### config.mk
export PLATFORM = sky130hd
export DESIGN_NAME = instr_fetch
export DESIGN_NICKNAME = d
export VERILOG_FILES = /design/src/rtl/riscv_pkg.sv /design/src/rtl/next_pc_gen.sv /design/src/rtl/instr_fetch.sv
export SDC_FILE = /design/constraint.sdc
export NUM_CORES = 1
export LEC_CHECK = 0
export CAP_MARGIN = 10
export CORE_ASPECT_RATIO = 1.75
export CORE_MARGIN = 4
export CORE_UTILIZATION = 30
export CTS_BUF_LIST = sky130_fd_sc_hd__clkbuf_4 sky130_fd_sc_hd__clkbuf_8 sky130_fd_sc_hd__clkbuf_16
export DETAILED_ROUTE_END_ITERATION = 6
export HOLD_SLACK_MARGIN = 0.12
export SYNTH_ARGS = -nofsm -noshare
export SYNTH_HDL_FRONTEND = slang
export SYNTH_HIERARCHICAL = 1
export SYNTH_SLANG_ARGS = --single-unit
### constraint.sdc
create_clock -name clk -period 4.4 [get_ports clk]
set_clock_uncertainty 0.15 [all_clocks]
set_input_delay 1.32 -clock clk [delete_from_list [all_inputs] [get_ports clk]]
set_output_delay 1.32 -clock clk [all_outputs]
set_load 0.05 [all_outputs]
### src/rtl/riscv_pkg.sv
// ============================================================================
// Module      : riscv_pkg
// Description : Shared RV32I opcodes, fetch FSM encoding and fetch constants.
// Revision    : 1.0
// ============================================================================
`default_nettype none

package riscv_pkg;

    localparam logic [6:0] C_OP_RTYPE = 7'b0110011;
    localparam logic [6:0] C_OP_LW    = 7'b0000011;
    localparam logic [6:0] C_OP_ITYPE = 7'b0010011;
    localparam logic [6:0] C_OP_SW    = 7'b0100011;
    localparam logic [6:0] C_OP_JAL   = 7'b1101111;
    localparam logic [6:0] C_OP_JALR  = 7'b1100111;
    localparam logic [6:0] C_OP_LUI   = 7'b0110111;

    localparam logic [31:0] C_NOP      = 32'h0000_0013;
    localparam logic [31:0] C_RESET_PC = 32'h0000_0000;

    typedef enum logic [2:0] {
        ST_IDLE = 3'd0,
        ST_REQ  = 3'd1,
        ST_WAIT = 3'd2,
        ST_HOLD = 3'd3,
        ST_ERR  = 3'd4
    } fetch_state_t;

endpackage : riscv_pkg

`default_nettype wire

### src/rtl/next_pc_gen.sv
// ============================================================================
// Module      : next_pc_gen
// Description : Next-PC mux (jalr > branch/jal > sequential) with alignment flag.
// Revision    : 1.0
// ============================================================================
`default_nettype none

module next_pc_gen
    import riscv_pkg::*;
(
    input  logic [31:0] pc,
    input  logic [31:0] imm_ext,
    input  logic [31:0] alu_result,
    input  logic        pc_src0,
    input  logic        pc_src1,
    output logic [31:0] next_pc,
    output logic        misaligned
);

    always_comb begin
        next_pc = pc + 32'd4;
        if (pc_src1) begin
            next_pc = alu_result & ~32'h1;
        end else if (pc_src0) begin
            next_pc = pc + imm_ext;
        end
    end

    assign misaligned = (next_pc[1:0] != 2'b00);

endmodule : next_pc_gen

`default_nettype wire

### src/rtl/instr_fetch.sv
// ============================================================================
// Module      : instr_fetch
// Description : Instruction fetch over req/gnt/rvalid, holding instr until ready.
// Revision    : 1.0
// ============================================================================
`default_nettype none

module instr_fetch
    import riscv_pkg::*;
#(
    parameter logic [31:0] RESET_PC = C_RESET_PC,
    parameter int          CNT_W    = 32
) (
    input  logic             clk,
    input  logic             rst,
    output logic             imem_req,
    output logic [31:0]      imem_addr,
    input  logic             imem_gnt,
    input  logic             imem_rvalid,
    input  logic [31:0]      imem_rdata,
    output logic [31:0]      instr,
    output logic             instr_valid,
    input  logic             instr_ready,
    input  logic             pc_src0,
    input  logic             pc_src1,
    input  logic [31:0]      imm_ext,
    input  logic [31:0]      alu_result,
    output logic [31:0]      pc,
    output logic [31:0]      pc_plus4,
    output logic             misalign,
    output logic [CNT_W-1:0] fetch_count
);

    fetch_state_t     r_state;
    fetch_state_t     w_state_nxt;
    logic [31:0]      r_pc;
    logic [31:0]      r_instr;
    logic             r_misalign;
    logic [CNT_W-1:0] r_fetch_count;
    logic [31:0]      w_next_pc;
    logic             w_misaligned;
    logic             w_accept;

    next_pc_gen u_next_pc_gen (
        .pc         (r_pc),
        .imm_ext    (imm_ext),
        .alu_result (alu_result),
        .pc_src0    (pc_src0),
        .pc_src1    (pc_src1),
        .next_pc    (w_next_pc),
        .misaligned (w_misaligned)
    );

    // Redirect inputs only matter in the single HOLD cycle that hands off instr.
    assign w_accept = (r_state == ST_HOLD) && instr_ready;

    always_ff @(posedge clk or posedge rst) begin
        if (rst) begin
            r_state <= ST_IDLE;
        end else begin
            r_state <= w_state_nxt;
        end
    end

    always_comb begin
        w_state_nxt = r_state;
        case (r_state)
            ST_IDLE: w_state_nxt = ST_REQ;
            ST_REQ:  if (imem_gnt) w_state_nxt = ST_WAIT;
            ST_WAIT: if (imem_rvalid) w_state_nxt = ST_HOLD;
            ST_HOLD: if (instr_ready) w_state_nxt = w_misaligned ? ST_ERR : ST_REQ;
            ST_ERR:  w_state_nxt = ST_ERR;
            default: w_state_nxt = ST_IDLE;
        endcase
    end

    always_ff @(posedge clk or posedge rst) begin
        if (rst) begin
            r_pc          <= RESET_PC;
            r_instr       <= C_NOP;
            r_misalign    <= 1'b0;
            r_fetch_count <= '0;
        end else begin
            if ((r_state == ST_WAIT) && imem_rvalid) begin
                r_instr <= imem_rdata;
            end
            if (w_accept) begin
                r_fetch_count <= r_fetch_count + CNT_W'(1);
                if (w_misaligned) begin
                    r_misalign <= 1'b1;
                end else begin
                    r_pc <= w_next_pc;
                end
            end
        end
    end

    assign imem_req    = (r_state == ST_REQ);
    assign imem_addr   = r_pc;
    assign instr       = r_instr;
    assign instr_valid = (r_state == ST_HOLD);
    assign pc          = r_pc;
    assign pc_plus4    = r_pc + 32'd4;
    assign misalign    = r_misalign;
    assign fetch_count = r_fetch_count;

endmodule : instr_fetch

`default_nettype wire

# ---- Word-level counts from Yosys, hierarchy flattened
# Index checks and enable logic that the tools add are counted.
dict set report totals {
  reg_bits 100
  in_bits 103
  word_cells 30
}
dict set report op_classes {
  addsub 3
  eq_ne 7
  muxes 7
  bitwise_logic 1
  reduce_logical 7
}
# op n
set op_table {}
lappend op_table {{two-way mux 32 bit} 2}
lappend op_table {{adder 32 x 1 -> 32 bit, second input constant} 1}
lappend op_table {{adder 32 x 3 -> 32 bit, second input constant} 1}
lappend op_table {{adder 32 bit} 1}
lappend op_table {{case mux 3 bit (5 select lines)} 1}
lappend op_table {{two-way mux 3 bit} 4}
lappend op_table {{== test 3 x 2 -> 1 bit, second input constant} 2}
lappend op_table {{inequality test 2 x 1 -> 1 bit, second input constant} 2}
lappend op_table {{AND reduction 2 bit} 2}
lappend op_table {{== test 3 x 1 -> 1 bit, second input constant} 1}
lappend op_table {{== test 3 bit, second input constant} 1}
lappend op_table {{logical NOT 3 bit} 1}
lappend op_table {{AND reduction 3 bit} 1}
lappend op_table {{logical AND 1 bit} 2}
lappend op_table {{inequality test 2 bit, second input constant} 1}
lappend op_table {{nonzero test 2 bit} 1}
lappend op_table {{NOT 1 bit} 1}

# ---- Longest topological paths before layout
# Gate-level depths: netlist of run 1.
dict set report logic_depth {
  word_depth 7
  depth_mapped 12
  depth_no_buf 11
}

# ---- Cells and area by module
# The synthesis of run 1 kept the hierarchy.
# module n_inst cells_each area_per_inst_um2
set modules_own_cells {}
lappend modules_own_cells {instr_fetch 1 398 4827.1}
lappend modules_own_cells {next_pc_gen 1 407 2755.1}

# ---- Worst setup path after synthesis of run 1
# Ideal clock, no wire load.
dict set report synth_path {
  path_kind {reg2out}
  start {register r_pc[8], in the netlist imem_addr[8]}
  end {output port pc_plus4[31]}
  t_arrival_ns 2.730
  t_required_ns 2.930
  slack_ns 0.200
  path_stages_with_launch 6
  n_path_buf 0
  path_cell_list {dfrtp_1 nand4_1 nor4_4 and3_1 nand4_1 xnor2_1}
}
dict set report synth_between {
  elab_chain_cells 1
}
# item line_no
set synth_lines {}
lappend synth_lines {{start: declaration} instr_fetch.sv:36} ;# logic [31:0] r_pc;
lappend synth_lines {{start signal: assignment} instr_fetch.sv:92} ;# r_pc <= w_next_pc;
lappend synth_lines {{adder 32 x 3 -> 32 bit} instr_fetch.sv:103} ;# assign pc_plus4 = r_pc + 32'd4;
lappend synth_lines {{end: declaration} instr_fetch.sv:29} ;# output logic [31:0] pc_plus4,
# No other way between the ends.

# ---- Worst setup path in the final report of run 1
dict set report layout_path {
  start {input port imm_ext[0]}
  end {register r_pc[30], in the netlist imem_addr[30]}
}
dict set report layout_between {
  word_cells_on_any_way 6
  classes_between {add/sub (1); mux (2); bitwise (1); reduce/logical (2)}
}
# item line_no
set layout_rtl {}
lappend layout_rtl {{start: declaration} instr_fetch.sv:26} ;# input logic [31:0] imm_ext,
lappend layout_rtl {{adder 32 bit} next_pc_gen.sv:25} ;# next_pc = pc + imm_ext;
lappend layout_rtl {{two-way mux 32 bit} next_pc_gen.sv:24} ;# end else if (pc_src0) begin
lappend layout_rtl {{two-way mux 32 bit} next_pc_gen.sv:22} ;# if (pc_src1) begin
lappend layout_rtl {{named net w_next_pc[30]} instr_fetch.sv:40} ;# logic [31:0] w_next_pc;
# The timed path passes the listed nets, and every way through them passes these cells.
# A chain may end at the register's enable or synchronous reset.

==> run summary, run 1 <==
=================================================================================
Router iterations before antenna repair                                         7
Number of input and output port buffers inserted                              264
Crit Path Class                                                      input port to flip-flop
Synthesized area                                                     0.007582 mm²
Pin count of the biggest net entering global routing                           71
Synthesis Warnings                                                              6
Worst setup slack before clock tree synthesis                          -0.4791 ns
Instance area after placement                                         0.01062 mm²
Post-DR vias/cell                                                           5.081
Root Driver                                                          sky130_fd_sc_hd__clkbuf_16
Required time at the worst-slack endpoint                                 4.51 ns
Leading post-synthesis cells by cell area                            sky130_fd_sc_hd__dfrtp_1, sky130_fd_sc_hd__mux2_2, sky130_fd_sc_hd__xnor2_1
Number of hold-slack violations in the final timing report                      0
Final hold slack                                                        0.3223 ns
Max Fanout on Critical Path                                                     3
Kind of end point of the critical path                                  flip-flop
Die outline width                                                        128.2 µm
Number of max-slew violations in the final report                               0
Synth Net Count                                                               943
# fillers                                                                   2,431
Share of cells above drive strength 1                                      17.04%
Setup slack of the worst register-to-register path                        0.99 ns
Initial core utilization                                                   30.67%
Clock sink total                                                              100
Via count of the first global-routing pass                                  7,461
Arrival time of the worst setup path                                      4.39 ns
Startpoint of the lowest-slack register-to-register path             imem_addr[9]
Post-detailed-route count of antenna-violating nets                             0
Max Clock Freq                                                         0.2337 GHz
Worst-Skew Late Latency                                                   0.37 ns
Psw                                                                      4.834 mW
Sequential power share                                                      18.8%
Final net count                                                             1,207
Share of power burned in the clock network                                   9.7%
CTS tree                                                                      yes
Final routed wirelength across all metal layers                         26,270 µm
Commonest cells in the synthesized netlist                           sky130_fd_sc_hd__dfrtp_1, sky130_fd_sc_hd__nand2_1, sky130_fd_sc_hd__xnor2_1
Critical path launch point type                                        input port
Post-synth top area cell                                             sky130_fd_sc_hd__dfrtp_1
Combinational power share                                                   71.5%
Ports placed on the boundary                                                  266
Clock transition at path regs                                             0.08 ns
Routed via count                                                            7,042
Number of antenna repair diodes                                                 0
H-tree levels                                                                   3
Dominant cell by count in the synthesized netlist                    sky130_fd_sc_hd__dfrtp_1
Share of the clock period used by the worst path after layout              97.24%
Leakage Power                                                            4.652 nW
Hold-critical path endpoint                                          fetch_count[31]
Hold Path Stages                                                                1
Final setup slack of the worst path                                     0.1214 ns
Number of register bits inferred by synthesis                                 100
Global-route wire length before repair                                  40,610 µm
Fraction of the yosys area taken by sequential cells                       33.05%
Final period demand of the worst path                                    4.279 ns
Result of the run                                                    finished clean
Row count                                                                      76
Final design area excluding fillers                                   0.01099 mm²
HPWL after detailed placement                                           20,440 µm
Drt drc                                                                         0
Average cell area after synthesis                                       9.419 µm²
GRT Overall Usage                                                          18.83%
Die H                                                                    218.3 µm
RSZ-0062 raised after global routing                                        false
Count of flip-flops with a built-in enable after synthesis                      0
Cell internal power dissipation                                          4.177 mW
Max Buffers Root-to-Sink                                                        2
Area of the die                                                       0.02798 mm²
Post-synth cell types                                                          72
Worst Max-Slew Pin Slew                                                 0.8429 ns
Post-synthesis cell count                                                     805
Count of endpoints failing setup in the final report                            0
Area share of the leading cell type in the synthesized netlist             32.01%
Hold path startpoint                                                 fetch_count[31]
Max cap viols                                                                   0
Layout overhead on the synthesized area                                    44.88%
Core Area                                                             0.02472 mm²
Total global routing overflow                                                   0
Total clock buffers created by CTS                                              9
Post-synth top flop                                                  sky130_fd_sc_hd__dfrtp_1
Routability-driven placement congestion ratio                              0.8772
Share of total power consumed by net switching                             53.65%
Class of the tightest hold or removal check                          flip-flop to flip-flop
Power per standard cell area                                         820.2 mW/mm²
Fraction of synthesis flops using an asynchronous set or reset pin         100.0%
Initial antenna violation count                                                 1
Peak ir drop on the vdd network                                       0.0005164 V
Depth of the most critical reg-to-reg path                                      9
Worst flop-to-flop path endpoint                                     imem_addr[31]
Routed WL per cell                                                       18.95 µm
Violation count after the first detailed-routing iteration                    292
Worst max-slew margin expressed relative to the limit                      43.60%
=================================================================================
## kinds of logic (layout without fill, tap and decap cells)
family	count (synthesis)	after routing	share of synthesized area (%)
buffers and inverters	82	351	6.501
adder cells (fa/ha/maj)	35	35	5.875
XOR/XNOR	106	106	12.24
multiplexers	68	68	10.02
AO/OA/AOI/OAI	151	151	13.84
flip-flops	100	100	33.05
AND/OR/NAND/NOR	263	263	18.47
## cell usage in the layout, fill, tap and decap left out, types with 3 or more instances in the layout
cell                              count
sky130_fd_sc_hd__clkdlybuf4s50_1    242
sky130_fd_sc_hd__and4_1               9
sky130_fd_sc_hd__a31oi_1              3
sky130_fd_sc_hd__nor2_1              53
sky130_fd_sc_hd__nor3_1              15
sky130_fd_sc_hd__mux2_2              60
sky130_fd_sc_hd__buf_12               8
sky130_fd_sc_hd__mux2_1               3
sky130_fd_sc_hd__nor4_4               3
sky130_fd_sc_hd__nand2_1             77
sky130_fd_sc_hd__mux2i_1              5
sky130_fd_sc_hd__o21bai_1             7
sky130_fd_sc_hd__nand2b_1             5
sky130_fd_sc_hd__ha_1                34
sky130_fd_sc_hd__xnor2_1             72
sky130_fd_sc_hd__or2_2                3
sky130_fd_sc_hd__buf_4               62
sky130_fd_sc_hd__a211oi_1            16
sky130_fd_sc_hd__dfrtp_1             97
sky130_fd_sc_hd__clkbuf_16            9
sky130_fd_sc_hd__inv_6                4
sky130_fd_sc_hd__nand3_1             34
sky130_fd_sc_hd__o21ai_0             31
sky130_fd_sc_hd__a21oi_1             35
sky130_fd_sc_hd__a21o_1              24
sky130_fd_sc_hd__nor4_1               3
sky130_fd_sc_hd__inv_1               19
sky130_fd_sc_hd__dfstp_2              3
sky130_fd_sc_hd__nand4_1             22
sky130_fd_sc_hd__and3_1              20
sky130_fd_sc_hd__xor2_1              34
## routing by layer
layer  vias to the layer above  GRT usage, %  part of all wire (%)
met5                         -             0                     0
met4                         0         8.746                   3.2
met3                        36         5.209                   7.2
met2                       244         35.15                    54
met1                      3378         19.00                    35
li1                       3384             -                     -
## timing repair
| item | CTS | global route |
|---|---|---|
| hold buffers | 0 | 0 |
| pin swaps | 0 | 4 |
| gates resized for setup | 1 | 4 |
| setup endpoints to repair | 1 | 8 |
| setup buffers | 0 | 2 |
## registers in the layout, summed over array words and instances (netlist names)
name,cells
misalign,1
fetch_count,32
r_state,3
imem_addr,32
instr,32
## through the flow
step	setup TNS (ns)	power [mW]	instances	utilization, %
floorplan	0	6.092	805	-
global placement	-4.489	8.099	1368	42.97
detailed placement	-5.279	8.137	1368	42.97
CTS	0	9.069	1384	44.27
global route	0	9.543	1386	44.43
finish	0	9.011	1386	44.43
## final cells by class
cell class / count / area, µm² / area share, %
sequential: 100 / 2506 / 22.81
timing repair buffer: 314 / 3058 / 27.84
clock buffer: 9 / 225.2 / 2.050
inverter: 21 / 81.33 / 0.7403
tap: 312 / 390.4 / 3.554
clock inverter: 7 / 90.09 / 0.8200
multi-input combinational: 623 / 4634 / 42.19
## power by group through the flow
stage / clock network [mW] / registers, mW / logic, mW
after floorplan: 0 / 2.80 / 3.29
after global placement: 0 / 1.70 / 6.40
after detailed placement: 0 / 1.72 / 6.42
after CTS: 0.915 / 1.70 / 6.45
after global routing: 0.944 / 1.77 / 6.83
final: 0.877 / 1.69 / 6.44
## how the worst max path moves through the flow
stage | start | to | slack (ns)
finish | imm_ext[0] | imem_addr[30] | 0.12
global route | imm_ext[1] | imem_addr[29] | 0.002
detailed placement | imm_ext[0] | imem_addr[30] | -0.48
CTS | imm_ext[0] | imem_addr[30] | 0.04
global placement | imm_ext[0] | imem_addr[30] | -0.43
floorplan | imem_addr[8] | pc_plus4[31] | 0.20
## critical path, stage by stage
cell and delay [ns]:
sky130_fd_sc_hd__clkdlybuf4s50_1 0.40, sky130_fd_sc_hd__ha_1 0.23, sky130_fd_sc_hd__fa_1 0.43, sky130_fd_sc_hd__a211oi_2 0.29
sky130_fd_sc_hd__o21a_1 0.22, sky130_fd_sc_hd__o21ai_2 0.10, sky130_fd_sc_hd__a221oi_2 0.21, sky130_fd_sc_hd__buf_4 0.16
sky130_fd_sc_hd__a2bb2oi_4 0.15, sky130_fd_sc_hd__nor3b_2 0.18, sky130_fd_sc_hd__o31ai_1 0.09, sky130_fd_sc_hd__buf_4 0.17
sky130_fd_sc_hd__a22o_1 0.17, sky130_fd_sc_hd__mux2_2 0.25
Power figures use the tool's default switching activity.
==> run 2, diff against run 1 <==
Clock period 4.4 ns to 4.2 ns, I/O delays scaled along.
==> run 2 against run 1 <==
Net effect: non-clock buffer count rose by 22; via count rose by 1.0%; setup slack better by 0.050 ns; first-iteration DRC count down 24%; critical path depth is 2 lower; worst hold slack gained 0.0074 ns; combinational power rose by 10%; routed wire length increased by 2.8%; critical endpoint is now imem_addr[15]; register-to-register slack lost 0.17 ns.
==> run summary, run 2 (synthesized netlist as in run 1, its figures left out) <==
=====================================================================================
Result of the run                                                        finished clean
Class of the tightest hold or removal check                              flip-flop to flip-flop
Max Clock Freq                                                             0.2483 GHz
Critical path launch point type                                            input port
Root Driver                                                              sky130_fd_sc_hd__clkbuf_16
CP Cell Sequence                                                         clkdlybuf4s50_1, ha_1, o211ai_1, o211ai_2, a311o_2, buf_4, a21o_2, a21oi_2, xnor2_1, a211oi_1, a21oi_1, mux2_2
Area of the die                                                           0.02798 mm²
Peak ir drop on the vdd network                                           0.0005063 V
Most used cells in the layout excluding fill and tap cells               sky130_fd_sc_hd__clkdlybuf4s50_1, sky130_fd_sc_hd__dfrtp_1, sky130_fd_sc_hd__nand2_1
Drt drc                                                                             0
Required time at the worst-slack endpoint                                     4.31 ns
Routability-driven placement congestion ratio                                  0.8716
Number of buffer and inverter stages on the critical path                           2
Clock sink total                                                                  100
Routed via count                                                                7,113
HPWL after detailed placement                                               20,990 µm
Share of total power consumed by net switching                                 53.00%
Final hold slack                                                            0.3296 ns
Routed WL per cell                                                           19.16 µm
Die H                                                                        218.3 µm
Number of hold-slack violations in the final timing report                          0
Worst Max-Slew Pin Slew                                                     0.7307 ns
Row count                                                                          76
CTS tree                                                                          yes
Max Buffers Root-to-Sink                                                            2
Final net count                                                                 1,229
Router iterations before antenna repair                                             5
Worst max-slew margin expressed relative to the limit                          51.11%
Accumulated negative setup slack                                                 0 ns
Logic depth of the worst setup path including buffers                              12
Most frequent standard cell in the layout excluding fill and tap cells   sky130_fd_sc_hd__clkdlybuf4s50_1
Kind of end point of the critical path                                      flip-flop
Via count of the first global-routing pass                                      7,488
Final cell count without fillers                                                1,409
GRT Overall Usage                                                              19.20%
Worst-Skew Late Latency                                                       0.37 ns
Psw                                                                          5.163 mW
Depth of the most critical reg-to-reg path                                         13
Total clock buffers created by CTS                                                  9
Sequential power share                                                          18.0%
Hold Path Stages                                                                    1
Placed cell count                                                               1,387
Power per standard cell area                                             860.4 mW/mm²
Worst setup slack before clock tree synthesis                              -0.6048 ns
Crit Path Class                                                          input port to flip-flop
Crit path max-delay cell type                                            sky130_fd_sc_hd__clkdlybuf4s50_1
Initial antenna violation count                                                     1
RSZ-0062 raised after global routing                                            false
Die outline width                                                            128.2 µm
Number of input and output port buffers inserted                                  264
Max Fanout on Critical Path                                                         4
Final period demand of the worst path                                        4.028 ns
Final routed wirelength across all metal layers                             27,000 µm
Setup slack of the worst register-to-register path                            0.82 ns
Max cap viols                                                                       0
Ports placed on the boundary                                                      266
Crit path max-delay family                                               compound AO/OA/AOI/OAI gates
Share of cells above drive strength 1                                          19.53%
Total global routing overflow                                                       0
Count of endpoints failing setup in the final report                                0
Arrival time of the worst setup path                                          4.14 ns
Post-detailed-route count of antenna-violating nets                                 0
Clock transition at path regs                                                 0.08 ns
Layout overhead on the synthesized area                                        49.31%
Core Area                                                                 0.02472 mm²
Share of the clock period used by the worst path after layout                  95.91%
H-tree levels                                                                       3
Violation count after the first detailed-routing iteration                        222
Leakage Power                                                                4.836 nW
Cell internal power dissipation                                              4.578 mW
Utilization after layout                                                       45.79%
Final setup slack of the worst path                                         0.1718 ns
Global-route wire length before repair                                      41,510 µm
Number of max-slew violations in the final report                                   0
Post-DR vias/cell                                                               5.048
Pin count of the biggest net entering global routing                               45
Combinational power share                                                       72.9%
Delay contributed by the slowest stage of the critical path                   0.42 ns
Share of power burned in the clock network                                       9.1%
Initial core utilization                                                       30.67%
=====================================================================================
[run 2: cell count changes in the layout (fill, tap and decap cells not counted), moves of 2 or more]
cell,before,now
sky130_fd_sc_hd__dlymetal6s2s_1,0,2
sky130_fd_sc_hd__buf_12,8,21
sky130_fd_sc_hd__inv_6,4,1
sky130_fd_sc_hd__clkdlybuf4s50_1,242,236
sky130_fd_sc_hd__buf_4,62,74
sky130_fd_sc_hd__inv_8,0,2
[run 2: metrics by stage]
| step | area, µm² | power, mW |
|---|---|---|
| finish | 11320 | 9.741 |
| global route | 11320 | 10.28 |
| CTS | 11230 | 9.730 |
| detailed placement | 10920 | 8.779 |
| global placement | 10920 | 8.745 |
| floorplan | 7582 | 6.382 |
[run 2: path summary, 6_finish.rpt]
kind / from / to
min: misalign / misalign
min in group asynchronous: rst / instr[14]
min reg2reg: misalign / misalign
max: imm_ext[2] / imem_addr[15]
max in group asynchronous: rst / instr[1]
max reg2reg: imem_addr[0] / imem_addr[30]
[run 2: area by class of cell]
type	count	area, µm²
antenna	1	2.502
clock buffer	10	239.0
sequential	100	2506
timing repair buffer	336	3385
clock inverter	6	63.81
tap	312	390.4
fill	2457	13400
multi-input combinational	623	4653
inverter	21	81.33
[run 2: layer usage]
layer,part of all wire [%],global-route usage [%],routed length [µm],up-vias
met4,3.9,8.959,1060,0
met3,6.3,4.965,1714,45
met5,0,0,0,-
met2,54,35.74,14450,228
met1,36,19.67,9779,3410
li1,-,-,-,3430
[run 2: power by group through the flow]
stage	clock network (mW)	registers (mW)	logic (mW)
floorplan	0	2.93	3.45
global placement	0	1.76	6.98
detailed placement	0	1.78	7.00
CTS	0.920	1.76	7.05
global route	0.949	1.83	7.50
finish	0.887	1.76	7.10
[run 2: timing repair]
| action | CTS | global route |
|---|---|---|
| cloned | 0 | 0 |
| resized for setup | 3 | 11 |
| setup endpoints to repair | 10 | 14 |
| buffers inserted | 0 | 6 |
| pin swaps | 4 | 11 |
| hold buffers | 0 | 0 |
==> run 3, diff against run 2 <==
Settings changed: SKIP_CTS_REPAIR_TIMING from default to 1, SYNTH_HIERARCHICAL 1 to default.
==> run 3 against run 2 <==
Net effect: maximum frequency rose by 1.0%; total power fell by 10%; synthesized area fell by 2.1%.
==> run summary, run 3 <==
=====================================================================================
Utilization after layout                                                       45.02%
Most frequent standard cell in the layout excluding fill and tap cells   sky130_fd_sc_hd__clkdlybuf4s50_1
Share of cells above drive strength 1                                          14.65%
Synthesized area                                                         0.007421 mm²
Drt drc                                                                             0
Ports placed on the boundary                                                      266
Initial core utilization                                                       30.65%
Total clock buffers created by CTS                                                  9
Routed via count                                                                7,382
Arrival time of the worst setup path                                          2.58 ns
Area of the die                                                           0.02742 mm²
Accumulated negative setup slack                                                 0 ns
Synthesis Warnings                                                                  0
Final setup slack of the worst path                                         0.2131 ns
Routed WL per cell                                                           19.71 µm
Cell seen most often among critical-path stages                          sky130_fd_sc_hd__buf_4
Commonest cells in the synthesized netlist                               sky130_fd_sc_hd__dfrtp_1, sky130_fd_sc_hd__nand2_1, sky130_fd_sc_hd__nor2_1
Kind of end point of the critical path                                     output pin
Count of flip-flops with a built-in enable after synthesis                          0
Most used cells in the layout excluding fill and tap cells               sky130_fd_sc_hd__clkdlybuf4s50_1, sky130_fd_sc_hd__dfrtp_1, sky130_fd_sc_hd__nand2_1
Critical path launch point type                                             flip-flop
Post-DR vias/cell                                                               5.243
Required time at the worst-slack endpoint                                     2.79 ns
Layout overhead on the synthesized area                                        46.89%
RSZ-0062 raised after global routing                                            false
Count of endpoints failing setup in the final report                                0
Final cell count without fillers                                                1,408
Number of register bits inferred by synthesis                                     100
Worst setup slack before clock tree synthesis                             -0.07554 ns
Die outline width                                                            126.9 µm
Final net count                                                                 1,231
Fraction of the yosys area taken by sequential cells                           33.77%
Leakage Power                                                                4.524 nW
Class of the tightest hold or removal check                              flip-flop to flip-flop
Result of the run                                                        finished clean
Fraction of synthesis flops using an asynchronous set or reset pin             100.0%
CTS tree                                                                          yes
Post-synth cell types                                                              78
HPWL after detailed placement                                               22,480 µm
Clock transition at path regs                                                 0.07 ns
GRT Overall Usage                                                              19.70%
Post-synth top flop                                                      sky130_fd_sc_hd__dfrtp_1
Peak ir drop on the vdd network                                           0.0004589 V
Depth of the most critical reg-to-reg path                                         11
Violation count after the first detailed-routing iteration                        361
Final hold slack                                                            0.3147 ns
Number of hold-slack violations in the final timing report                          0
Total global routing overflow                                                       0
Via count of the first global-routing pass                                      7,759
Max Clock Freq                                                             0.2508 GHz
Final period demand of the worst path                                        3.987 ns
Core Area                                                                 0.02421 mm²
CP Cell Sequence                                                         ha_1, nand4_1, buf_4, nor3_2, buf_4, and3_1, nand3_1, xnor2_1, buf_12
Worst flop-to-flop path endpoint                                         imem_addr[30]
Worst-Skew Late Latency                                                       0.35 ns
Max Fanout on Critical Path                                                         7
Clock sink total                                                                  100
Router iterations before antenna repair                                             5
Placed cell count                                                               1,391
Post-synthesis cell count                                                         826
Dominant cell by count in the synthesized netlist                        sky130_fd_sc_hd__dfrtp_1
Die H                                                                        216.1 µm
Max cap viols                                                                       0
Root Driver                                                              sky130_fd_sc_hd__clkbuf_16
Delay contributed by the slowest stage of the critical path                   0.55 ns
H-tree levels                                                                       3
Hold-critical path endpoint                                                  misalign
Worst max-slew margin expressed relative to the limit                          51.92%
Power per standard cell area                                             802.4 mW/mm²
Worst Max-Slew Pin Slew                                                     0.7185 ns
Initial antenna violation count                                                     2
# fillers                                                                       2,368
Number of max-slew violations in the final report                                   0
Leading post-synthesis cells by cell area                                sky130_fd_sc_hd__dfrtp_1, sky130_fd_sc_hd__xnor2_1, sky130_fd_sc_hd__ha_1
Share of the clock period used by the worst path after layout                  94.93%
Row count                                                                          75
Crit path max-delay cell type                                            sky130_fd_sc_hd__dfrtp_1
Final routed wirelength across all metal layers                             27,750 µm
Post-detailed-route count of antenna-violating nets                                 0
Area share of the leading cell type in the synthesized netlist                 32.71%
Hold path startpoint                                                         misalign
Post-synth top area cell                                                 sky130_fd_sc_hd__dfrtp_1
Setup slack of the worst register-to-register path                            1.13 ns
Global-route wire length before repair                                      42,600 µm
Startpoint of the lowest-slack register-to-register path                 imem_addr[0]
Max Buffers Root-to-Sink                                                            2
Hold Path Stages                                                                    1
Pin count of the biggest net entering global routing                               54
Synth Net Count                                                                   963
Crit Path Class                                                          flip-flop to output pin
Number of input and output port buffers inserted                                  264
Average cell area after synthesis                                           8.984 µm²
Routability-driven placement congestion ratio                                  0.8908
=====================================================================================
run 3: cell types whose count changed after synthesis, sizes merged, moves of 8 or more:
cell and delta:
and2 +11, xnor2 -24, xor2 -9, o211ai +10, o21ai +15, a21oi +14, a21o -17, o21a +9
mux2 -28, a211oi -8
run 3: power breakdown:
part	internal (mW)	switching [mW]	leakage (nW)
combinational	2.26	3.84	3.13
clock	0.490	0.402	0.157
sequential	1.29	0.461	1.24
run 3: metrics by stage:
step,power [mW],instance area (µm²)
4_1_cts,8.811,10900
5_1_grt,9.236,10900
2_1_floorplan,5.855,7421
3_3_place_gp,7.848,10580
6_report,8.747,10900
3_5_place_dp,7.885,10580
run 3: metal layers:
metal	up-vias	GRT usage, %	routed length, µm
met2	272	37.27	14880
met4	0	8.769	1136
met3	63	2.735	1347
met1	3528	21.36	10390
met5	-	0	0
li1	3519	-	-
run 3: critical path: cells and delay by family, from the launching register on:
family	cells	cell delay (ns)
XOR/XNOR	1	0.30
adder cells (fa/ha/maj)	1	0.29
buffers and inverters	3	0.54
flip-flops	1	0.55
AND/OR/NAND/NOR	4	0.54
run 3: final cells by class:
type / instances / area [µm²] / area share (%)
repair buffers: 324 / 3176 / 29.13
inverters: 19 / 73.82 / 0.6772
multi-input cells: 640 / 4441 / 40.74
clock inverters: 6 / 77.57 / 0.7117
clock buffers: 10 / 239.0 / 2.192
flip-flops and latches: 100 / 2506 / 22.99
diodes: 1 / 2.502 / 0.02296
well taps: 308 / 385.4 / 3.535
run 3: worst max-delay path by stage:
stage	depth (start not counted)	start	slack (ns)	end
2_1_floorplan	5	imem_addr[8]	0.07	pc_plus4[29]
3_3_place_gp	12	imm_ext[0]	-0.05	imem_addr[24]
3_5_place_dp	12	imm_ext[0]	-0.08	imem_addr[30]
4_1_cts	4	imem_addr[2]	0.09	pc_plus4[9]
5_1_grt	9	imem_addr[2]	0.05	pc_plus4[16]
6_report	9	imem_addr[2]	0.21	pc_plus4[16]
run 3: cell families after synthesis:
logic type,synth area share (%)
AND/OR/NAND/NOR,20.92
buffers and inverters,6.508
multiplexers,6.255
adder cells (fa/ha/maj),5.834
XOR/XNOR,8.616
flip-flops,33.77
AO/OA/AOI/OAI,18.09
